<file path="src/rtl/firin.sv">
// Oven controller: captures a dough description, then runs proofing, preheat and bake
// phases on down-counters. It holds bread-ready or error until the consumer acknowledges.
module firin #(
  parameter int MAYALANMA_SURE = 8,
  parameter int ON_ISITMA_SURE = 4,
  parameter int PISIRME_INCE   = 6,
  parameter int PISIRME_ORTA   = 10,
  parameter int PISIRME_KALIN  = 14
) (
  input  logic       saat,
  input  logic       reset,
  input  logic       hamur_hazir,
  input  logic [1:0] kalinlik,
  input  logic       mayali,
  input  logic       tuzlu,
  input  logic       alindi,
  output logic [2:0] durum,
  output logic [4:0] kalan_sure,
  output logic       isitici,
  output logic       mesgul,
  output logic       ekmek_hazir,
  output logic       hata,
  output logic [1:0] ekmek_kalinlik,
  output logic       tuzlu_ekmek
);

  typedef enum logic [2:0] {
    BOSTA     = 3'd0,
    MAYALANMA = 3'd1,
    ISITMA    = 3'd2,
    PISIRME   = 3'd3,
    HAZIR     = 3'd4,
    HATA      = 3'd5
  } durum_t;

  // Counter load values are duration minus one, so each state lasts exactly its duration.
  localparam logic [4:0] MAYA_YUK  = 5'(MAYALANMA_SURE - 1);
  localparam logic [4:0] ISIT_YUK  = 5'(ON_ISITMA_SURE - 1);
  localparam logic [4:0] INCE_YUK  = 5'(PISIRME_INCE - 1);
  localparam logic [4:0] ORTA_YUK  = 5'(PISIRME_ORTA - 1);
  localparam logic [4:0] KALIN_YUK = 5'(PISIRME_KALIN - 1);

  durum_t     state_q, state_d;
  logic [4:0] sayac_q, sayac_d;
  logic [1:0] kalinlik_q, kalinlik_d;
  logic       maya_q, maya_d;
  logic       tuzlu_q, tuzlu_d;
  logic [4:0] pisirme_yuk;

  always_comb begin
    pisirme_yuk = KALIN_YUK;
    case (kalinlik_q)
      2'd0:    pisirme_yuk = INCE_YUK;
      2'd1:    pisirme_yuk = ORTA_YUK;
      default: pisirme_yuk = KALIN_YUK;
    endcase
  end

  always_ff @(posedge saat or posedge reset) begin
    if (reset) begin
      state_q    <= BOSTA;
      sayac_q    <= 5'd0;
      kalinlik_q <= 2'd0;
      maya_q     <= 1'b0;
      tuzlu_q    <= 1'b0;
    end else begin
      state_q    <= state_d;
      sayac_q    <= sayac_d;
      kalinlik_q <= kalinlik_d;
      maya_q     <= maya_d;
      tuzlu_q    <= tuzlu_d;
    end
  end

  always_comb begin
    state_d    = state_q;
    sayac_d    = sayac_q;
    kalinlik_d = kalinlik_q;
    maya_d     = maya_q;
    tuzlu_d    = tuzlu_q;
    case (state_q)
      BOSTA: begin
        sayac_d = 5'd0;
        if (hamur_hazir) begin
          kalinlik_d = kalinlik;
          maya_d     = mayali;
          tuzlu_d    = tuzlu;
          if (kalinlik == 2'd3) begin
            state_d = HATA;
          end else if (mayali) begin
            state_d = MAYALANMA;
            sayac_d = MAYA_YUK;
          end else begin
            state_d = ISITMA;
            sayac_d = ISIT_YUK;
          end
        end
      end
      MAYALANMA: begin
        // An unyeasted loaf can never be proofing; leave at once if it somehow is.
        if (sayac_q == 5'd0 || !maya_q) begin
          state_d = ISITMA;
          sayac_d = ISIT_YUK;
        end else begin
          sayac_d = sayac_q - 5'd1;
        end
      end
      ISITMA: begin
        if (sayac_q == 5'd0) begin
          state_d = PISIRME;
          sayac_d = pisirme_yuk;
        end else begin
          sayac_d = sayac_q - 5'd1;
        end
      end
      PISIRME: begin
        if (sayac_q == 5'd0) begin
          state_d = HAZIR;
          sayac_d = 5'd0;
        end else begin
          sayac_d = sayac_q - 5'd1;
        end
      end
      HAZIR, HATA: begin
        sayac_d = 5'd0;
        // A same-edge dough request is dropped; it is taken later from BOSTA.
        if (alindi) begin
          state_d = BOSTA;
        end
      end
      default: begin
        state_d = BOSTA;
        sayac_d = 5'd0;
      end
    endcase
  end

  assign durum          = state_q;
  assign kalan_sure     = sayac_q;
  assign isitici        = (state_q == ISITMA) || (state_q == PISIRME);
  assign mesgul         = (state_q != BOSTA);
  assign ekmek_hazir    = (state_q == HAZIR);
  assign hata           = (state_q == HATA);
  assign ekmek_kalinlik = kalinlik_q;
  assign tuzlu_ekmek    = tuzlu_q;

endmodule

</file>
<file path="config.mk">
export PLATFORM = sky130hd
export DESIGN_NAME = firin
export DESIGN_NICKNAME = d
export VERILOG_FILES = /design/src/rtl/firin.sv
export SDC_FILE = /design/constraint.sdc
export NUM_CORES = 1
export LEC_CHECK = 0
export CORE_MARGIN = 2
export CORE_UTILIZATION = 45
export DETAILED_ROUTE_END_ITERATION = 7
export PLACE_DENSITY = 0.77
export SETUP_SLACK_MARGIN = 0.5
export SYNTH_ARGS = -nofsm -noshare
export SYNTH_HDL_FRONTEND = slang
export SYNTH_SLANG_ARGS = --single-unit
</file>
<file path="constraint.sdc">
create_clock -name saat -period 2 [get_ports saat]
set_input_delay 0.4 -clock saat [delete_from_list [all_inputs] [get_ports saat]]
set_output_delay 0.4 -clock saat [all_outputs]
set_load 0.005 [all_outputs]
</file>
# Word level (Yosys, flattened, before mapping)
# Index checks and enable logic that the tools add are counted.
[word_totals]
in_bits = 8
reg_bits = 12
out_inout_bits = 15
elab_cells = 44
[classes]
n_mux = 16
n_addsub = 1
reduce_logical = 10
n_eq_ne = 12
[op_table]
columns = ["operator", "n"]
rows = [
  ["$mux 3", 9],
  ["$pmux 5 s4", 1],
  ["$mux 5", 3],
  ["$pmux 3 s5", 1],
  ["$ne 2x2->1 const B", 5],
  ["$pmux 4 s2", 1],
  ["$eq 3x2->1 const B", 2],
  ["$eq 3x3->1 const B", 2],
  ["$logic_not 5->1", 1],
  ["$reduce_and 5->1", 1],
  ["$sub 5x1->5 const B", 1],
  ["$eq 3x1->1 const B", 1],
  ["$logic_not 3->1", 1],
  ["$reduce_bool 3->1", 1],
  ["$eq 2x1->1 const B", 1],
  ["$eq 2x2->1 const B", 1],
  ["$logic_not 2->1", 1],
  ["$logic_or 1x1->1", 2],
  ["$mux 2", 1],
  ["$reduce_and 2->1", 1],
  ["$reduce_or 2->1", 1],
  ["$logic_not 1->1", 1],
]

# Longest topological paths before layout
[depth]
ltp_word = 4
ltp_mapped = 7
ltp_nobuf = 6

# Worst setup path after synthesis
# OpenSTA, ideal clock, no wires.
[synth_timing]
kind = "register to register"
startpoint = "register sayac_q[0] (netlist: kalan_sure[0])"
endpoint = "register state_q[1] (netlist: durum[1])"
period_less_slack_ns = 1.716
arrival_time_ns = 1.636
t_required_ns = 1.920
setup_ns = 0.080
slack_ns = 0.284
stages_incl_launch_ff = 8
path_buffers = 1
cell_sequence = "dfrtp_1 inv_1 ha_1 or4b_1 buf_2 a311oi_2 a21oi_1 nor3_2"
[synth_between]
elab_chain_cells = 4
elab_cells_between_ends = 6
cone_classes = "eq/ne: 3; reduce/logical: 3"
[synth_lines]
columns = ["element", "line_no", "rtl"]
rows = [
  ["start, declared", "44", "logic [4:0] sayac_q, sayac_d;"],
  ["start signal, assigned", "68", "sayac_q <= sayac_d;"],
  ["$logic_not 5->1 *", "101, 109, 117", ""],
  ["$logic_or 1x1->1", "101", "if (sayac_q == 5'd0 || !maya_q) begin"],
  ["$ne 2x2->1 (no line)", "--", ""],
  ["$reduce_and 5->1 (no line) *", "--", ""],
  ["end signal, assigned", "67", "state_q <= state_d;"],
  ["end, declared", "43", "durum_t state_q, state_d;"],
]
# Mark *: on every way between the ends. The rest lies on a longest branch, timed or not.
# A chain may end at the register's enable or synchronous reset.

# Final worst setup path
[layout_timing]
startpoint = "register sayac_q[0] (netlist: kalan_sure[0])"
endpoint = "register sayac_q[0] (netlist: kalan_sure[0])"
[layout_between]
elab_chain_cells = 4
elab_cells_between_ends = 7
cone_classes = "add/sub: 1; mux: 4; reduce/logical: 2"
[layout_lines]
columns = ["element", "line_no", "rtl"]
rows = [
  ["parallel branches: the longest is 3 deep, another holds $sub 5x1->5", "--", ""],
  ["$pmux 5 s4 *", "81", "case (state_q)"],
  ["via sayac_d[0]", "44", ""],
]
# Mark *: on every way through the listed nets, which the timed path passes.

==> flow_metrics.env <==
export IMPL_wl_per_cell_um=22.4
export IMPL_dp_slack_ns=0.204
export IMPL_maxCapViolCount=0
export IMPL_whs_ns=0.450
export IMPL_vias_per_cell=6.40
export IMPL_clock_root_buffer="clkbuf_4"
export IMPL_fin_crit_ns=1.71
export IMPL_num_io_pins=23
export IMPL_crit_fanout=4
export IMPL_synth_cell_type_count=32
export IMPL_insertion_delay_ns=0.28
export IMPL_globalplace_congestion=0.764
export IMPL_multi_input_area_um2=524
export IMPL_yosysTopAreaCellShare_pct=40.1
export IMPL_grt_pass1_vias=798
export IMPL_use_met2_pct=47.0
export IMPL_dpl_instance_area_um2=978
export IMPL_htreeDepth=1
export IMPL_antenna_found_initial=0
export IMPL_final_util_pct=94.3
export IMPL_drcViolationCount=0
export IMPL_ir_worst_vdd_v=0.00115
export IMPL_layout_commonest_cell="buf_4"
export IMPL_setup_worst_path_end_class="flop"
export IMPL_synthArstFlopShare_pct=100
export IMPL_regArea_um2=304
export IMPL_timing_slew_headroom_pct=65.9
export IMPL_die_area_um2=2000
export IMPL_ys_flop_type="dfrtp_1"
export IMPL_grt_pass1_wl_mm=3.91
export IMPL_diodes=0
export IMPL_synth_edf_count=0
export IMPL_ys_seq_elements=12
export IMPL_rsz0062_at_grt="yes"
export IMPL_initialDrtViolationCount=61
export IMPL_clock_sinks=12
export IMPL_powerDensity_nw_per_um2=1760
export IMPL_outcome="completed"
export IMPL_top_usage_layer="met2"
export IMPL_die_w_um=44.8
export IMPL_finalCritPeriodShare_pct=85.7
export IMPL_setup_ws_ns=0.286
export IMPL_timing_fmax_ghz=0.583
export IMPL_synth_area_per_cell_um2=9.98
export IMPL_dieHeight_um=44.8
export IMPL_cts_buffers=3
export IMPL_clk_path_buf_depth=2
export IMPL_dp_cells=113
export IMPL_finClkSkew_ns=0.00298
export IMPL_synthToLayoutAreaGrowth_pct=92.1
export IMPL_finalNetCount=148
export IMPL_synth_area_um2=748
export IMPL_final_area_um2=1440
export IMPL_p_leak_nw=0.684
export IMPL_finalPower_mw=2.54
export IMPL_hold_violations=0
export IMPL_coreArea_um2=1520
export IMPL_synth_cells=75
export IMPL_drt_first_pass_iters=4
export IMPL_wirelength_mm=3.43
export IMPL_synth_nets=84
export IMPL_io_buffers=22
export IMPL_cts_clk_slew_worst_paths_ns=0.08
export IMPL_critPathLaunchType="flop"
export IMPL_grt_use_total_pct=28.5
export IMPL_critical_path_arrival_ns=1.88
export IMPL_synth_area_leader_cell="dfrtp_1"
export IMPL_fillers=45
export IMPL_setup_viol=0
export IMPL_use_met1_pct=34.8
export IMPL_worstHoldPathType="in -> async"
export IMPL_cts_tree="yes"
export IMPL_ant_nets=0
export IMPL_maxSlewViolCount=0
export IMPL_drive_gt1_share_pct=56.2
export IMPL_crit_required_ns=2.16
export IMPL_ys_warn_count=0
export IMPL_num_rows=14
export IMPL_grt_max_degree=13
export IMPL_hpwl_mm=1.25
export IMPL_synth_area_leaders="dfrtp_1, mux2_2, clkbuf_8"
export IMPL_hold_buffers=0
export IMPL_instances_no_fill=153
export IMPL_worstMarginPinSlew_ns=0.510
export IMPL_via_count=979
export IMPL_ys_seq_area_share_pct=40.1
export IMPL_grt_remaining_overflow=0
export IMPL_initial_core_util_pct=49.1
export IMPL_crit_type="reg -> reg"
export IMPL_setup_tns_final_ns=0
export IMPL_layout_common_cells="buf_4, dfrtp_1, dlygate4sd2_1"
export IMPL_met3_usage_pct=4.00
-- state kept, by name, indices dropped and copies added, names as in the netlist --
| name | cells |
|---|---|
| maya_q | 1 |
| kalan_sure | 5 |
| durum | 3 |
| ekmek_kalinlik | 2 |
| tuzlu_ekmek | 1 |
-- final timing paths --
| kind | startpoint | to | slack, ns | cells past startpoint |
|---|---|---|---|---|
| max | kalan_sure[0] | kalan_sure[0] | 0.29 | 6 |
| min | reset | kalan_sure[0] | 0.45 | 2 |
| max reg2reg | kalan_sure[0] | kalan_sure[0] | 0.29 | 6 |
| min reg2reg | tuzlu_ekmek | tuzlu_ekmek | 0.56 | 1 |
| max in group asynchronous | reset | kalan_sure[2] | 1.18 | 2 |
| min in group saat | tuzlu_ekmek | tuzlu_ekmek | 0.56 | 1 |
-- cell type report --
cell class | count | area share, %
Timing Repair Buffer | 63 | 37.2
Multi-Input combinational cell | 53 | 36.5
Sequential cell | 12 | 21.1
Inverter | 6 | 2.26
Clock buffer | 3 | 1.57
Tap cell | 16 | 1.39
-- what timing repair did --
| action | in CTS | in global routing |
|---|---|---|
| pin swaps | 3 | 7 |
| endpoints found under the hold margin | 0 | 0 |
| buffers inserted | 20 | 17 |
| setup endpoints to repair | 26 | 16 |
| gates resized for setup | 46 | 28 |
-- cells by family after synthesis --
| logic type | after synthesis | share of synthesized area [%] |
|---|---|---|
| xor gates and xnor gates | 2 | 2.34 |
| AOI/OAI and AO/OA | 20 | 20.1 |
| buffers and inverters | 10 | 9.20 |
| adders and majority gates | 1 | 1.67 |
| DFF | 12 | 40.1 |
| muxes | 4 | 6.02 |
| and+or+nand+nor | 26 | 20.6 |
-- cells in the mapped netlist, types with 2 or more instances --
library cell and instances:
dfrtp_1 12, inv_1 6, nand2_1 6, nor2_1 6, a21oi_1 4, mux2_2 4, clkbuf_8 3, nor3_1 3
o21ai_0 3, a311oi_1 2, nand2b_1 2, nand4_1 2, nor4b_2 2, o31ai_1 2
-- per-layer routing --
metal	up-vias	routed length, um
met5	-	0
met4	0	158
met3	25	300
met2	83	1700
met1	468	1270
li1	403	-
-- where the power goes --
group | internal (mW) | switching, mW
combinational | 1.03 | 0.860
clock | 0.0698 | 0.0912
sequential | 0.351 | 0.131
total | 1.45 | 1.08
-- critical path: stages (launching register included) --
cell and delay, ns:
dfrtp_1 0.41, inv_2 0.08, ha_4 0.14, buf_4 0.11, nor4b_4 0.31, nand2_1 0.19
a311o_1 0.37
No activity file was read; power rests on OpenSTA's default activity.
